**config.mk**
```make
export PLATFORM = sky130hd
export DESIGN_NAME = vz_saver
export DESIGN_NICKNAME = d
export VERILOG_FILES = /design/src/rtl/vz_saver.sv
export SDC_FILE = /design/constraint.sdc
export NUM_CORES = 1
export LEC_CHECK = 0
export BUFFER_PORTS_ARGS = -buffer_cell sky130_fd_sc_hd__buf_4
export CORE_MARGIN = 5
export CORE_UTILIZATION = 40
export CTS_CLUSTER_DIAMETER = 120
export DETAILED_ROUTE_END_ITERATION = 12
export PLACE_DENSITY = 0.59
export SLEW_MARGIN = 20
export SYNTH_ARGS = -nofsm -noshare
export SYNTH_HDL_FRONTEND = slang
export SYNTH_SLANG_ARGS = --single-unit
```
**constraint.sdc**
```tcl
create_clock -name I_CLK -period 8.05 [get_ports I_CLK]
set_input_delay 1.61 -clock I_CLK [delete_from_list [all_inputs] [get_ports I_CLK]]
set_output_delay 1.61 -clock I_CLK [all_outputs]
set_load 0.05 [all_outputs]
```
**src/rtl/vz_saver.sv**
```systemverilog
// VZ snapshot generator for the ioctl upload channel: header bytes followed by the
// program body, which is read from RAM through a shared one-cycle pulse-read port.
module vz_saver #(
  parameter logic [127:0] NAME_STR = "MISTER"
) (
  input  logic        I_CLK,
  input  logic        I_RST,
  input  logic        ioctl_upload,
  input  logic        ioctl_rd,
  input  logic [15:0] ioctl_addr,
  output logic [7:0]  ioctl_din,
  output logic        ioctl_wait,
  output logic [16:0] upload_size,
  input  logic        mode_mcode,
  input  logic [15:0] mc_start,
  input  logic [15:0] mc_end,
  output logic [15:0] mem_addr,
  output logic        mem_rd,
  input  logic [7:0]  mem_data,
  output logic        led
);

  // Right-justified string parameter re-packed so that name byte k sits at [8*k +: 8].
  function automatic logic [135:0] pack_name(input logic [127:0] s);
    logic [135:0] r;
    int unsigned  n;
    r = '0;
    n = 0;
    for (int unsigned i = 0; i < 16; i++)
      if (s[8*i +: 8] != 8'h00) n = i + 1;
    for (int unsigned i = 0; i < 16; i++)
      if (i < n) r[8*i +: 8] = s[8*(n-1-i) +: 8];
    return r;
  endfunction

  function automatic logic [16:0] size_of(input logic [15:0] s, input logic [15:0] e);
    return (e >= s) ? 17'd24 + {1'b0, e - s} : 17'd24;
  endfunction

  localparam logic [135:0] NAME_BYTES = pack_name(NAME_STR);

  typedef enum logic [1:0] {IDLE, FETCH, READY} state_t;

  state_t      state, state_d;
  logic        upload_q;
  logic        mcode, mcode_d;
  logic [15:0] start, start_d, stop, stop_d;
  logic [2:0]  step, step_d;
  logic        pend1, pend1_d, pend2, pend2_d;
  logic        body, body_d;
  logic [7:0]  hdr, hdr_d, hdr_sel, din_d;
  logic        wait_d, rd_d, led_d;
  logic [15:0] addr_d;
  logic [16:0] size_d;

  always_comb begin
    hdr_sel = 8'h00;
    case (ioctl_addr[4:0])
      5'd0:    hdr_sel = 8'h56;
      5'd1:    hdr_sel = 8'h5A;
      5'd2:    hdr_sel = 8'h46;
      5'd3:    hdr_sel = 8'h30;
      5'd21:   hdr_sel = mcode ? 8'hF1 : 8'hF0;
      5'd22:   hdr_sel = start[7:0];
      5'd23:   hdr_sel = start[15:8];
      default: if (ioctl_addr[4:0] >= 5'd4 && ioctl_addr[4:0] <= 5'd20)
                 hdr_sel = NAME_BYTES[8*(ioctl_addr[4:0] - 5'd4) +: 8];
    endcase
  end

  always_comb begin
    state_d = state;
    mcode_d = mcode;
    start_d = start;
    stop_d  = stop;
    step_d  = step;
    pend1_d = 1'b0;
    pend2_d = pend1;
    body_d  = body;
    hdr_d   = hdr;
    din_d   = ioctl_din;
    wait_d  = ioctl_wait;
    rd_d    = 1'b0;
    addr_d  = mem_addr;
    size_d  = upload_size;
    led_d   = ioctl_upload;

    if (!ioctl_upload && upload_q) begin
      state_d = IDLE;
      wait_d  = 1'b0;
      pend2_d = 1'b0;
      step_d  = '0;
    end else begin
      case (state)
        IDLE: begin
          if (ioctl_upload && !upload_q) begin
            mcode_d = mode_mcode;
            wait_d  = 1'b1;
            if (mode_mcode) begin
              start_d = mc_start;
              stop_d  = mc_end;
              size_d  = size_of(mc_start, mc_end);
              state_d = READY;
            end else begin
              rd_d    = 1'b1;
              addr_d  = 16'h78A4;
              step_d  = '0;
              state_d = FETCH;
            end
          end
        end
        FETCH: begin
          // Odd steps capture the byte requested two cycles earlier and issue the next read.
          step_d = step + 3'd1;
          if (step[0]) begin
            case (step[2:1])
              2'd0: begin start_d[7:0]  = mem_data; rd_d = 1'b1; addr_d = 16'h78A5; end
              2'd1: begin start_d[15:8] = mem_data; rd_d = 1'b1; addr_d = 16'h78F9; end
              2'd2: begin stop_d[7:0]   = mem_data; rd_d = 1'b1; addr_d = 16'h78FA; end
              default: begin
                stop_d[15:8] = mem_data;
                size_d       = size_of(start, {mem_data, stop[7:0]});
                wait_d       = 1'b0;
                state_d      = READY;
              end
            endcase
          end
        end
        READY: begin
          wait_d = 1'b0;
          if (pend2) din_d = body ? mem_data : hdr;
          if (ioctl_rd && !pend1 && !pend2) begin
            pend1_d = 1'b1;
            if (ioctl_addr < 16'd24) begin
              body_d = 1'b0;
              hdr_d  = hdr_sel;
            end else if ({1'b0, ioctl_addr} < upload_size) begin
              body_d = 1'b1;
              rd_d   = 1'b1;
              addr_d = start + (ioctl_addr - 16'd24);
            end else begin
              body_d = 1'b0;
              hdr_d  = 8'h00;
            end
          end
        end
        default: state_d = IDLE;
      endcase
    end
  end

  // Tracks the upload level through reset so a transfer held high across reset does not restart.
  always_ff @(posedge I_CLK) upload_q <= ioctl_upload;

  always_ff @(posedge I_CLK) begin
    if (I_RST) begin
      state       <= IDLE;
      mcode       <= 1'b0;
      start       <= '0;
      stop        <= '0;
      step        <= '0;
      pend1       <= 1'b0;
      pend2       <= 1'b0;
      body        <= 1'b0;
      hdr         <= '0;
      ioctl_din   <= '0;
      ioctl_wait  <= 1'b0;
      upload_size <= '0;
      mem_addr    <= '0;
      mem_rd      <= 1'b0;
      led         <= 1'b0;
    end else begin
      state       <= state_d;
      mcode       <= mcode_d;
      start       <= start_d;
      stop        <= stop_d;
      step        <= step_d;
      pend1       <= pend1_d;
      pend2       <= pend2_d;
      body        <= body_d;
      hdr         <= hdr_d;
      ioctl_din   <= din_d;
      ioctl_wait  <= wait_d;
      upload_size <= size_d;
      mem_addr    <= addr_d;
      mem_rd      <= rd_d;
      led         <= led_d;
    end
  end

endmodule

```
==> results.txt, run 1 <==
Summing all placed instances gives a cell area of 9030 sq um. In this run, synthesis inferred 0 flip-flops with an integrated enable. TritonCTS built the clock tree. STA classifies the critical path endpoint as a flop. Dividing the detail-routed wire length by the instance count gives 17.9 um. Post-synthesis net count: 1,202. The slack of the worst reg-to-reg path was 4.51 ns; the share of Yosys cell area claimed by the top area cell type was 21.4%.

The kind of cell with the highest combined delay along the critical path is simple AND/OR/NAND/NOR gates. For this run, the share of the core covered by cells in the final layout is 47.6%. The die covers 23,000 sq um. The final wirelength came out at 24,900 um.

Of all flip-flops after synthesis, the portion carrying an async set or reset was 0%. Ranked by total cell area, the synthesized netlist is headed by dfxtp_1, ha_1, nor2_1, a211oi_1, inv_1. For this run, the post-layout net count is 1,280. For this design the ratio of total power to cell area is 234 nW/um^2. The tools report the TritonCTS sink count as 86.

The total setup buffers inserted after CTS was 0; the fraction of layout instances using a drive strength above 1 was 13.4%. The logs give 3.38 ns for the post-route worst setup slack and 19,600 sq um for the core outline area. Once the floorplan was initialized, standard cells occupied 41.0% of the core.

Number of vias after detailed routing: 7,800. Averaged over all synthesized cells, the footprint is 7.67 sq um. Among all flip-flop cells after synthesis, the most frequent one is dfxtp_1. Timing analysis after detailed placement gives a worst setup slack of 3.02 ns. The flow ran to the end, and the final reports show no timing, DRC or antenna violations. The tools report the number of detailed-routing iterations run before antenna repair as 4. The worst hold path begins at pend1$_SDFF_PP0_. The mapped netlist covers 8030 sq um.

The number of routed nets with antenna violations came out at 0. The path type of the worst min-delay path is flop to flop. The arrival time at the worst endpoint is 4.92 ns. The final number of max-transition violations is 0, and the distinct cell type count after synthesis is 81. Setup repair after global routing left no endpoint under its margin. The signal on the critical path passes through buf_4 > ha_1 > fa_1 > nor2b_1 > o22ai_1 > xor2_1 > ha_1 > or4b_1 > a211oi_1 > and4_1 > a311oi_1 > nand3b_1 > a221oi_1. For this run, the top clock speed supported by timing is 0.214 GHz. For this block, the initial DRC count from the detailed router was 548. After routing the design area is 9330 sq um.

For this run the aggregate overflow at the end of global routing stands at 0. The worst hold path terminates at pend2$_SDFF_PP0_. The number of buffers and inverters on the critical path works out to 1. The design draws 2.19 mW. The worst register-to-register path begins at start[0]$_SDFFE_PP0P_. In this run the static leakage power is 3.92 nW. At the pin with the least slew margin, the transition time is 0.916 ns. The instance count on the critical path was 13; the required time of the critical path was 8.30 ns.

The clock-pin slew on the worst setup and hold paths is 0.07 ns, and the total of hold buffers inserted after clock tree synthesis is 0. The cell count of the worst reg-to-reg path was 11; the final count of hold timing violations was 0. CTS built an H-tree with a depth of 3.

Number of diodes: 0. The via density per instance is 5.60. The logs give 39.0% for the worst-case headroom to the max-slew limit and 2 for the number of buffers on the longest clock path. For the number of antenna violations at the first check in global routing, the log shows 0. In this run the horizontal extent of the chip is 152 um. The largest individual stage delay along the critical path comes from the cell or4b_1.

The final weighted congestion of routability-driven global placement was 0.961; the area added between synthesis and finish was 16.2%. The run gives 21.4% as the share of the yosys chip area belonging to registers. The endpoint of the worst-slack reg-to-reg timing path is upload_size[15]$_SDFFE_PP0P_. Summed over all failing endpoints, the final setup total negative slack is 0 ns. The number of top-level pins was 105.

The largest area contributor in the synthesized netlist was dfxtp_1. Of all nets on the critical path, the largest fanout is 4. In this run the vertical extent of the chip is 152 um. The critical path in this run is classified as input pin to flop. After legalization and detailed placement, the total HPWL measured 19,800 um. In this run the core area contains 51 standard-cell rows. In this design, the stage delay of the slowest critical-path cell is 0.58 ns.

The logs give 38,800 um for the global-route wire length before repair and 21.6% for the total track usage. Pin count of the biggest net entering global routing: 79. The worst setup path is launched from an input pin.

Input and output buffers added on the ports amount to 104. The largest voltage drop on the vdd net is 0.000104 V. Synthesis inferred 86 register bits. The cell type with the highest occurrence count on the critical path is ha_1. Dividing the final minimum period by the clock period gives 58.0%. Final clock skew: 0.00953 ns.

Buffers inserted during clock tree synthesis total 9. The count of mapped cells out of synthesis was 1,046; the number of cells on the worst hold path was 2. The run gives 0 as the total of warnings raised by yosys.

The final critical delay including setup and external delays is 4.67 ns, and the number of failing setup endpoints in the final timing report is 0. The tool flagged a number of max-cap violations equal to 0. The via count of the first global-routing pass was 7,028. The number of instances resized during post-cts repair was 0. The run gives 0.36 ns as the clock network latency to the later pin of the worst-skew pair. In the routed design, unresolved DRC markers number 0.

The tree is rooted in a clkbuf_16.
## final cells by class
cell class / count / area [sq um]
repair buffers: 111 / 833
inverters: 108 / 405
fillers: 2020 / 10300
clock inverters: 7 / 71.3
multi-input cells: 808 / 5740
clock buffers: 9 / 225
flip-flops and latches: 86 / 1720
well taps: 265 / 332
## sequential cells by signal (all words and copies together), names as in the netlist, 2 cells and up
register and flops:
hdr 8, start 16, stop 8, ioctl_din 8, upload_size 17, mem_addr 16, step 3, state 2
## through the flow
| stage | std cells | hold slack (ns) |
|---|---|---|
| 3_3_place_gp | 1378 | 0.416 |
| 6_report | 1394 | 0.436 |
| 3_5_place_dp | 1378 | 0.429 |
| 4_1_cts | 1394 | 0.440 |
| 2_1_floorplan | 1046 | 0.408 |
| 5_1_grt | 1394 | 0.473 |
## worst reg2reg max path: stages, from the launching register on
cell,delay (ns)
dfxtp_1,0.41
ha_1,0.27
fa_1,0.42
nor2b_1,0.19
o21ai_0,0.28
a211oi_1,0.51
nor2_1,0.08
a311oi_1,0.49
nor3_2,0.13
and4_1,0.22
a211oi_1,0.26
a221oi_1,0.12
## placed cells by master, fill, tap and decap left out, types with 6 or more instances in the layout
| cell | n |
|---|---|
| a211oi_1 | 55 |
| a21o_1 | 17 |
| a21oi_1 | 76 |
| a311oi_1 | 7 |
| a31oi_1 | 6 |
| and2_1 | 7 |
| and3_1 | 8 |
| buf_4 | 111 |
| clkbuf_16 | 9 |
| dfxtp_1 | 86 |
| ha_1 | 91 |
| inv_1 | 108 |
| mux2i_1 | 39 |
| nand2_1 | 52 |
| nand2b_1 | 17 |
| nand3_1 | 21 |
| nand4_1 | 7 |
| nor2_1 | 119 |
| nor2b_1 | 11 |
| nor3_1 | 18 |
| nor4_1 | 10 |
| o21a_1 | 20 |
| o21ai_0 | 54 |
| o221ai_1 | 8 |
| o22ai_1 | 9 |
| o31a_1 | 7 |
| or3_1 | 9 |
| xnor2_1 | 20 |
| xor2_1 | 22 |
## how the worst max path moves through the flow
stage,from,endpoint,slack [ns]
2_1_floorplan,mc_end[0],upload_size[15]$_SDFFE_PP0P_,3.47
3_3_place_gp,mc_start[0],upload_size[15]$_SDFFE_PP0P_,3.11
3_5_place_dp,mc_start[0],upload_size[15]$_SDFFE_PP0P_,3.02
4_1_cts,mc_start[0],upload_size[15]$_SDFFE_PP0P_,3.40
5_1_grt,mc_start[0],upload_size[15]$_SDFFE_PP0P_,3.16
6_report,mc_start[0],upload_size[15]$_SDFFE_PP0P_,3.38
## routing by layer
layer  vias to the layer above  track usage, %  wire (um)  share of wire (%)
met5                         -               0          0                  0
met4                         0            5.84        529                2.1
met3                        26            2.59       1540                6.2
met2                       234            33.4      10900                 44
met1                      3582            31.8      12000                 48
li1                       3958               -          -                  -
## report_power, final
group | internal, mW | switching, mW | leakage (nW)
registers | 0.475 | 0.0527 | 0.701
logic | 0.477 | 0.753 | 3.07
clock network | 0.221 | 0.208 | 0.148
total | 1.17 | 1.01 | 3.92
## synthesized netlist by cell type (all sizes together), types with 21 or more instances
cell,instances
nor2,119
inv,108
ha,92
dfxtp,86
a21oi,77
a211oi,57
o21ai,56
nand2,52
mux2i,39
clkbuf,37
xor2,22
nand3,21
## kinds of logic after synthesis
logic type / Yosys count / share of synthesized area [%]
compound gates: 323 / 27.9
simple gates: 307 / 18.7
buf+inv: 152 / 7.15
fa+ha+maj: 95 / 15.1
flops: 86 / 21.4
xor+xnor: 42 / 4.58
mux: 41 / 5.14
Note: power is estimated with default switching activity, not from simulation.
==> run 2, diff against run 1 <==
ABC_AREA = 1   (was not set)
clock period = 4.6 ns   (was 8.05 ns; I/O delays follow)
==> run 2 against run 1 <==
  * Via count increased by 15%
  * Critical path depth fell by 2
  * Die area rose by 5.2%
  * Critical path type is now flop to flop
  * Highest routed layer unchanged
==> results.txt, run 2 <==
The placement row count is 53 (+3.9%). The synthesized flop and latch total was 86 (unchanged). The run gives 105 (unchanged) as the number of top-level pins. For the count of mapped cells out of synthesis, the log shows 1,379 (+32%). Distinct cell type count after synthesis: 47 (-42%). The fraction of synthesis flops using an asynchronous set or reset pin works out to 0% (unchanged).

Setup repair after global routing left no endpoint under its margin. The post-route DRC violation count is 0 (unchanged). The cell count of the worst reg-to-reg path is 11 (unchanged). The final number of max-transition violations is 0 (unchanged).

The startpoint identified for the worst register-to-register timing path is state[1]$_SDFFE_PP0P_. The number of antenna violations at the first check in global routing was 0 (unchanged). The cell chosen for the clock root is clkbuf_16.

The area growth from synthesis to layout is 16.1%. Post-DP HPWL: 23,600 um (+19%). The number of buffers inserted during clock tree synthesis was 9 (unchanged). Endpoint of the worst-slack reg-to-reg timing path: stop[0]$_SDFFE_PP0P_.

Most instantiated library cell after synthesis: nand2_1. The run gives 8,982 (+15%) as the number of vias after detailed routing. Net total in the final layout: 1,627 (+27%).

The tools report the number of diodes as 0 (unchanged). The largest voltage drop on the vdd net is 0.000350 V (+240%). The tools report the core outline area as 21,000 sq um (+7.0%). The total setup buffers inserted after CTS is 0 (unchanged), and the fmax is 0.312 GHz. In the synthesized netlist, the cells that appear most often are nand2_1, inv_1, a21oi_1, o21ai_0, nand3_1.

The total global routing overflow was 0 (unchanged); the number of routed nets with antenna violations was 0 (unchanged). The global-route wire length before repair was 44,600 um (+15%). In the finished design, the share of the clock period the worst path needs comes to 69.7%. Counting I/O delays and the setup requirement, the final critical path takes 3.21 ns. For the via count of the first global-routing pass, the log shows 8,287 (+18%).

The run finished with clean final reports. The logs give 8480 sq um (+5.6%) for the mapped cell area and 4.96 nW (+27%) for the leakage power. The clock-pin slew on the worst setup and hold paths is 0.08 ns (about the same), and the post-synthesis net count is 1,535 (+28%). The share of Yosys cell area claimed by the top area cell type was 20.3% (-1.1 points). The worst setup path is of the flop to flop kind. The final count of hold timing violations is 0 (unchanged). Total of warnings raised by yosys: 0 (unchanged).

The total negative slack for setup checks is 0 ns (unchanged). In this run the most critical hold path is launched from pend1$_SDFF_PP0_. The depth of the CTS H-tree came out at 3 (unchanged). The detailed-route wire length per cell is 16.4 um (-8.2%). Final core utilization: 46.9% (-0.68 points). The worst hold path belongs to the class flop to flop.

The worst-case headroom to the max-slew limit was 35.9% (-3.0 points); the total power divided by cell area was 690 nW/um^2 (+190%). The number of detailed-routing iterations run before antenna repair is 5 (+1). For the share of the yosys chip area belonging to registers, the log shows 20.3% (-1.1 points).

In the layout the commonest cells are nand2_1, inv_1, buf_4. The initial detailed-routing violation count is 665 (+21%), and the TritonCTS sink count is 86 (unchanged). The via density per instance was 5.13 (-8.3%). TritonCTS built the clock tree. Die extent in x: 156 um (+2.6%). The slack of the worst reg-to-reg path is 1.39 ns (-3.12 ns), and the number of instances resized during post-cts repair is 0 (unchanged). The pin count of the biggest net entering global routing is 48 (-39%).

Ranked by flip-flop count, first place goes to upload_size. Final wirelength: 28,800 um (+15%). The most used flip-flop cell after synthesis is dfxtp_1. The slew at the pin with the worst max-slew slack works out to 0.958 ns (+0.0422 ns).

The effective utilization at floorplan came out at 40.4% (-0.53 points). The flip-flop count of the largest register after layout is 17 (unchanged), and the clock network latency to the later pin of the worst-skew pair is 0.36 ns (about the same). In the post-synthesis netlist, the biggest area contributors are dfxtp_1, nand2_1, ha_1, inv_1, a21oi_1. The tools report the count of fill cells added during filler insertion as 2,295 (+14%). The critical path capture point type is a flop.

The final clock skew came out at 0.0111 ns (+0.00162 ns). For the required time of the critical path, the log shows 4.85 ns (-3.45 ns). The y dimension of the die was 156 um (+2.6%); the total die area was 24,200 sq um (+5.2%).

STA classifies the critical path startpoint as a flop. The number of buffers on the longest clock path was 2 (unchanged); the number of failing setup endpoints in the final timing report was 0 (unchanged). The run gives 0 (unchanged) as the total of hold buffers inserted after clock tree synthesis.

The fraction of layout instances using a drive strength above 1 works out to 13.6% (+0.18 points). The number of cells on the worst hold path came out at 2 (unchanged). The largest registers in the layout are upload_size (17), mem_addr (16), start (16).

The number of port buffers was 104 (unchanged); the number of enable flip-flop cells after synthesis was 0 (unchanged). The logs give 23.3% (+1.7 points) for the total track usage and 0.900 (-6.3%) for the final weighted congestion of routability-driven global placement. Leaving out fill and tap cells, the most frequent cell in the layout is nand2_1.

Maximum fanout encountered on the critical timing path: 38 (+34). The terminating pin of the worst hold path is pend2$_SDFF_PP0_. The average footprint of a synthesized cell was 6.15 sq um (-20%); the max capacitance violation total was 0 (unchanged). The arrival time at the worst endpoint was 3.46 ns (-1.46 ns). Summed over all instances, the cell type with the most area after synthesis is dfxtp_1.
[run 2: cell count changes in the layout (fill, tap and decap cells not counted), sizes merged, moves of 18 or more]
cell | before | now
a211oi | 57 | 4
inv | 113 | 257
nand3 | 21 | 107
nand2 | 52 | 380
mux2i | 39 | 0
a21oi | 77 | 108
o21ai | 56 | 105
o21a | 20 | 2
[run 2: power breakdown]
group	internal (mW)	switching, mW	total, mW	leakage, nW
logic	1.55	3.33	4.88	4.11
registers	0.954	0.156	1.11	0.700
clock network	0.447	0.353	0.800	0.153
[run 2: worst max-delay path, cell delays in order, from the launching register on]
cell	delay, ns
dfxtp_1	0.38
inv_1	0.08
ha_1	0.17
buf_4	0.25
inv_1	0.63
nand2_1	0.21
nand2_1	0.11
nand2_1	0.06
nor2_1	0.73
inv_1	0.20
o21ai_0	0.20
a21oi_1	0.05
[run 2: cell families after synthesis]
group	Yosys count	share of synthesized area, %
and+or+nand+nor	641	33.8
buffers and inverters	283	12.7
AOI/OAI and AO/OA	260	17.0
adders and majority gates	95	14.3
DFF	86	20.3
xor gates and xnor gates	14	1.89
[run 2: routing by layer]
layer / vias up / part of all wire [%] / GRT usage, %
met5: - / 0 / 0
met4: 0 / 1.7 / 5.09
met3: 32 / 5.9 / 2.97
met2: 259 / 44 / 37.6
met1: 4057 / 48 / 33.3
li1: 4634 / - / -
[run 2: cell type report]
cell class,count,area (sq um),share of cell area [%]
clock buffers,10,239,2.43
clock inverters,6,77.6,0.789
inverters,256,961,9.77
multi-input cells,1010,5680,57.8
flip-flops and latches,86,1720,17.5
well taps,275,344,3.50
repair buffers,108,811,8.24
[run 2: metrics by stage]
step	setup slack (ns)	area, sq um	power (mW)	hold slack (ns)	std cells
CTS	1.41	9840	6.80	0.441	1751
floorplan	1.71	8480	4.77	0.416	1379
global route	1.05	9840	7.43	0.480	1751
global placement	1.35	9520	5.95	0.427	1735
finish	1.39	9840	6.79	0.441	1751
detailed placement	1.29	9520	5.97	0.440	1735
[run 2: how the worst max path moves through the flow]
stage	startpoint	end	slack, ns	cells after the start
2_1_floorplan	mc_end[0]	upload_size[9]$_SDFFE_PP0P_	1.71	17
3_3_place_gp	ioctl_addr[3]	mem_addr[12]$_SDFFE_PP0P_	1.35	19
3_5_place_dp	mc_start[0]	upload_size[9]$_SDFFE_PP0P_	1.29	17
4_1_cts	state[1]$_SDFFE_PP0P_	stop[0]$_SDFFE_PP0P_	1.41	11
5_1_grt	state[1]$_SDFFE_PP0P_	stop[0]$_SDFFE_PP0P_	1.05	11
6_report	state[1]$_SDFFE_PP0P_	stop[0]$_SDFFE_PP0P_	1.39	11
